--- src/rtl/uart_rx.sv ---
`timescale 1ns / 1ps
// uart_rx: UART receive deserializer with 16x oversampling.
//   Samples the synchronised rx line at mid-bit and collects one frame:
//   start, DBIT data bits LSB first, optional parity, then the stop bit.
//   The word is assembled in shift_reg and delivered with the error flags.
//   After a frame whose stop bit read 0 (a break), rx is ignored until the
//   line has been seen high again.
// Optional feature macro: UART_RX_PARITY_EN (adds the parity bit and the check).
// Ports:
//   clk          in   system clock
//   reset        in   synchronous, active-high reset
//   s_tick       in   1-clk strobe at 16x baud rate
//   rx           in   asynchronous serial input, idle high
//   dout         out  [DBIT-1:0] received word, held until the next frame
//   rx_done_tick out  1-clk pulse when a frame completes
//   frame_err    out  stop bit sampled 0 on the last frame
//   parity_err   out  parity mismatch on the last frame (0 without parity)
module uart_rx #(
  parameter int unsigned DBIT       = 8,
  parameter int unsigned SB_TICK    = 16,
  parameter int unsigned PARITY_ODD = 0
) (
  input  logic            clk,
  input  logic            reset,
  input  logic            s_tick,
  input  logic            rx,
  output logic [DBIT-1:0] dout,
  output logic            rx_done_tick,
  output logic            frame_err,
  output logic            parity_err
);

  localparam int unsigned NW     = (DBIT > 1) ? $clog2(DBIT) : 1;
  localparam logic [4:0]  S_LAST = 5'(SB_TICK - 1);
  localparam logic [NW-1:0] N_LAST = NW'(DBIT - 1);
  localparam logic        ODD_BIT = (PARITY_ODD != 0);

`ifdef UART_RX_PARITY_EN
  typedef enum logic [2:0] {IDLE, START, DATA, PARITY, STOP} state_t;
`else
  typedef enum logic [1:0] {IDLE, START, DATA, STOP} state_t;
`endif

  state_t          state, state_next;
  logic            rx_meta, rx_s;
  logic [4:0]      s_cnt, s_cnt_next;
  logic [NW-1:0]   n_cnt, n_cnt_next;
  logic [DBIT-1:0] shift_reg, shift_next;
  logic            break_guard, guard_next;
  logic            done_next;
`ifdef UART_RX_PARITY_EN
  logic            par_bit, par_next;
`endif

  // State, datapath and output registers
  always_ff @(posedge clk) begin
    if (reset) begin
      rx_meta      <= 1'b1;
      rx_s         <= 1'b1;
      state        <= IDLE;
      s_cnt        <= '0;
      n_cnt        <= '0;
      shift_reg    <= '0;
      break_guard  <= 1'b0;
      dout         <= '0;
      rx_done_tick <= 1'b0;
      frame_err    <= 1'b0;
`ifdef UART_RX_PARITY_EN
      par_bit      <= 1'b0;
      parity_err   <= 1'b0;
`endif
    end else begin
      rx_meta      <= rx;
      rx_s         <= rx_meta;
      state        <= state_next;
      s_cnt        <= s_cnt_next;
      n_cnt        <= n_cnt_next;
      shift_reg    <= shift_next;
      break_guard  <= guard_next;
      rx_done_tick <= done_next;
`ifdef UART_RX_PARITY_EN
      par_bit      <= par_next;
`endif
      // Stop sample is rx_s at the STOP exit edge, so it lands with dout.
      if (done_next) begin
        dout      <= shift_reg;
        frame_err <= ~rx_s;
`ifdef UART_RX_PARITY_EN
        parity_err <= ((^shift_reg) ^ ODD_BIT) != par_bit;
`endif
      end
    end
  end

`ifndef UART_RX_PARITY_EN
  assign parity_err = 1'b0 & ODD_BIT;
`endif

  // Next-state logic
  always_comb begin
    state_next = state;
    case (state)
      IDLE:  if (!break_guard && !rx_s) state_next = START;
      START: if (s_tick && s_cnt == 5'd7) state_next = rx_s ? IDLE : DATA;
      DATA:
        if (s_tick && s_cnt == 5'd15 && n_cnt == N_LAST) begin
`ifdef UART_RX_PARITY_EN
          state_next = PARITY;
`else
          state_next = STOP;
`endif
        end
`ifdef UART_RX_PARITY_EN
      PARITY: if (s_tick && s_cnt == 5'd15) state_next = STOP;
`endif
      STOP:  if (s_tick && s_cnt == S_LAST) state_next = IDLE;
      default: state_next = IDLE;
    endcase
  end

  // Counter, shifter and completion logic
  always_comb begin
    s_cnt_next = s_cnt;
    n_cnt_next = n_cnt;
    shift_next = shift_reg;
    guard_next = break_guard;
    done_next  = 1'b0;
`ifdef UART_RX_PARITY_EN
    par_next   = par_bit;
`endif
    case (state)
      IDLE:
        if (break_guard) begin
          if (rx_s) guard_next = 1'b0;
        end else if (!rx_s) begin
          s_cnt_next = '0;
        end
      START:
        if (s_tick) begin
          if (s_cnt == 5'd7) begin
            s_cnt_next = '0;
            n_cnt_next = '0;
          end else begin
            s_cnt_next = s_cnt + 5'd1;
          end
        end
      DATA:
        if (s_tick) begin
          if (s_cnt == 5'd15) begin
            s_cnt_next = '0;
            shift_next = {rx_s, shift_reg[DBIT-1:1]};
            if (n_cnt != N_LAST) n_cnt_next = n_cnt + 1'b1;
          end else begin
            s_cnt_next = s_cnt + 5'd1;
          end
        end
`ifdef UART_RX_PARITY_EN
      PARITY:
        if (s_tick) begin
          if (s_cnt == 5'd15) begin
            s_cnt_next = '0;
            par_next   = rx_s;
          end else begin
            s_cnt_next = s_cnt + 5'd1;
          end
        end
`endif
      STOP:
        if (s_tick) begin
          if (s_cnt == S_LAST) begin
            s_cnt_next = '0;
            done_next  = 1'b1;
            guard_next = ~rx_s;
          end else begin
            s_cnt_next = s_cnt + 5'd1;
          end
        end
      default: ;
    endcase
  end

endmodule
--- config.mk ---
export PLATFORM = sky130hd
export DESIGN_NAME = uart_rx
export DESIGN_NICKNAME = d
export VERILOG_FILES = /design/src/rtl/uart_rx.sv
export SDC_FILE = /design/constraint.sdc
export NUM_CORES = 1
export LEC_CHECK = 0
export CORE_MARGIN = 3
export CORE_UTILIZATION = 49
export DETAILED_ROUTE_END_ITERATION = 6
export HOLD_SLACK_MARGIN = 0.05
export PLACE_DENSITY = 0.74
export SETUP_SLACK_MARGIN = 0.3
export SYNTH_ARGS = -nofsm -noshare
export SYNTH_HDL_FRONTEND = slang
export SYNTH_SLANG_ARGS = --single-unit
--- constraint.sdc ---
create_clock -name clk -period 1.6 [get_ports clk]
set_input_delay 0.32 -clock clk [delete_from_list [all_inputs] [get_ports clk]]
set_output_delay 0.32 -clock clk [all_outputs]
set_load 0.05 [all_outputs]
==> metrics.cfg <==
[outcome]
status=complete, no violations

[flow_run]
maxCapViolations=0

[clock_tree]
numCtsBuffers=5
cts.sinks=31
cts_tree=built
htree_levels=2
clock_path_buffers=2
clock_latency_ps=330
clkTransAtPathRegs_ps=90
clock-root-buffer=clkbuf_4

[synthesis]
ys_ff_latch=31
synth_cell_types=38
synth_cells=150
ys_seq_area_share_pct=45.5
yosysTopAreaCellShare_pct=45.5
syn-mean-instance-area_um2=9.09
synthTopCellsByArea=dfxtp_1 46%, mux2i_1 7.3%, nand2_1 6.9%
yosysWarnings=0
syn-cell-area_um2=1360
yosys.area.top_type=dfxtp_1
synth.net_count=158

[worst_hold_path]
hp-class=reg -> reg
min_path_cells=1

[critical_path]
path_class=reg -> reg
crit_fanout=7
cp-end-kind=flop
worstSetupStartpointType=flop
reg2regPathDepth=5
arrival_ps=1700
cp_data_required_time_ps=1820

[pwr]
swShare_pct=23.3
total_power_mw=1.32
power.internal_mw=1.01
p_clk_share_pct=34.8
pwr_density_cell_nw_per_um2=739
ir_drop_mv=0.776
seqPwrFrac_pct=58.9
power.switching_uw=309
leakage_nw=0.686
power_frac_comb_pct=6.3

[place]
dp.cells=198
gp_congestion=0.773
io_buffers=13
place_area_um2=1640
place_hpwl_mm=2.04

[floorplanning]
dieArea_um2=3450
start_util_pct=53.1
io_pins=15
row_count=18
die_h_um=58.8
dieWidth_um=58.8
core-area_um2=2570

[timing]
maxSlewViolCount=0
timing.final.crit_share_pct=92.5
setup_viol=0
period_minus_slack_ps=1480
finalHoldViolations=0
max_freq_ghz=0.676
hold_slack_ps=415
rsz0062_at_grt=true
skew_ps=5.82

[global_route]
grt_pass1_vias=1130
grt_pass1_wl_mm=4.93
grt_overflow_total=0
grt_max_degree=20
antenna_found_initial=0
grt_use_total_pct=18.9

[cells_and_area]
antennaDiodeCount=0
drive_gt1_share_pct=35.5
stdcell_count=213
final_cell_mix=31 x buf_4, 24 x nand2_1, 23 x dfxtp_1, 14 x nor2_1, 12 x a21oi_1
area_growth_pct=31.4
fin_area_um2=1790
final_common_cell=buf_4
nNetsFinal=191

[routing]
route.detailed.drc=0
vias=1166
final_antenna_net_count=0
firstDrtPassIters=4
routedWlPerCell_um=13.8
drt-vias-per-instance=5.47
drt_iter0_markers=52
drt_wl_total_mm=2.95

repair_timing:
action                     4_1_cts  5_1_grt
hold endpoints to repair         0        0
setup buffers                    6        2
gates resized for setup         11        3
hold buffers                     0        0
setup endpoints to repair       28       29
gates cloned                     0        0
pin swaps                        9        3
per-layer routing:
metal / global-route usage, % / share of wire (%) / up-vias
met3: 6.58 / 4.9 / 8
met1: 22.4 / 45 / 543
met4: 8.74 / 2.1 / 0
met2: 30.4 / 48 / 30
li1: - / - / 585
met5: 0 / 0 / -
final timing paths:
check	startpoint	end	slack (ps)
max	flop	n_cnt[0]$_SDFFE_PP0P_	120
min reg2reg	rx_meta$_SDFF_PP1_	rx_s$_SDFF_PP1_	410
min	rx_meta$_SDFF_PP1_	rx_s$_SDFF_PP1_	410
max reg2reg	flop	n_cnt[0]$_SDFFE_PP0P_	120
through the flow:
stage	util [%]	TNS, ps	setup WS (ps)
finish	69.8	0	120
detailed placement	63.7	-5300	-302
floorplan	-	0	22.7
global placement	63.7	-3920	-254
CTS	68.9	0	120
global route	69.8	0	39.8
synth_stat cells:
cell / n
nor2_1: 14
or2_1: 1
buf_2: 3
o31a_2: 1
dfxtp_1: 31
nand3_1: 5
nor3_4: 1
or4b_1: 1
nor4_4: 1
mux2i_1: 10
o32ai_1: 1
buf_6: 2
inv_1: 3
a31oi_1: 1
a211oi_1: 2
or3b_1: 1
ha_1: 4
a21oi_1: 13
or2b_1: 2
nor3_1: 2
nand2b_1: 2
buf_4: 1
nand4b_1: 1
clkbuf_1: 4
a221oi_1: 2
nor2_2: 1
conb_1: 1
nor2b_1: 2
nand4b_2: 1
or3_1: 2
mux2_2: 1
o31ai_1: 1
nand2_1: 25
o21ai_0: 2
or2_2: 2
a21oi_2: 1
xor2_1: 1
o32a_1: 1
worst max-delay path, stage by stage, from the launching register on:
cell     delay, ps
dfxtp_4        390
buf_4          140
or2b_1         230
o32a_1         180
nor2_2         120
mux2_4         300
layout make-up:
| type | count | area [µm²] |
|---|---|---|
| Clock buffer | 6 | 51.3 |
| Clock inverter | 1 | 5.00 |
| Fill cell | 210 | 776 |
| Inverter | 3 | 11.3 |
| Multi-Input combinational cell | 106 | 749 |
| Sequential cell | 31 | 643 |
| Tap cell | 30 | 37.5 |
| Timing Repair Buffer | 36 | 294 |
cells by family after synthesis:
| family | Yosys count | synth area share, % |
|---|---|---|
| flops | 31 | 45.5 |
| buf+inv | 13 | 5.23 |
| compound gates | 25 | 11.7 |
| mux | 11 | 8.17 |
| fa+ha+maj | 4 | 3.67 |
| xor+xnor | 1 | 0.642 |
| other cells | 1 | 0.275 |
| simple gates | 64 | 24.9 |
power groups by stage:
stage               Sequential (mW)  Clock [mW]  Combinational, mW
floorplan                     0.800           0             0.0525
global placement              0.803           0             0.0718
detailed placement            0.804           0             0.0748
CTS                           0.779       0.474             0.0777
global route                  0.780       0.514             0.0913
finish                        0.779       0.461             0.0838
Note: power is estimated with default switching activity, not from simulation.
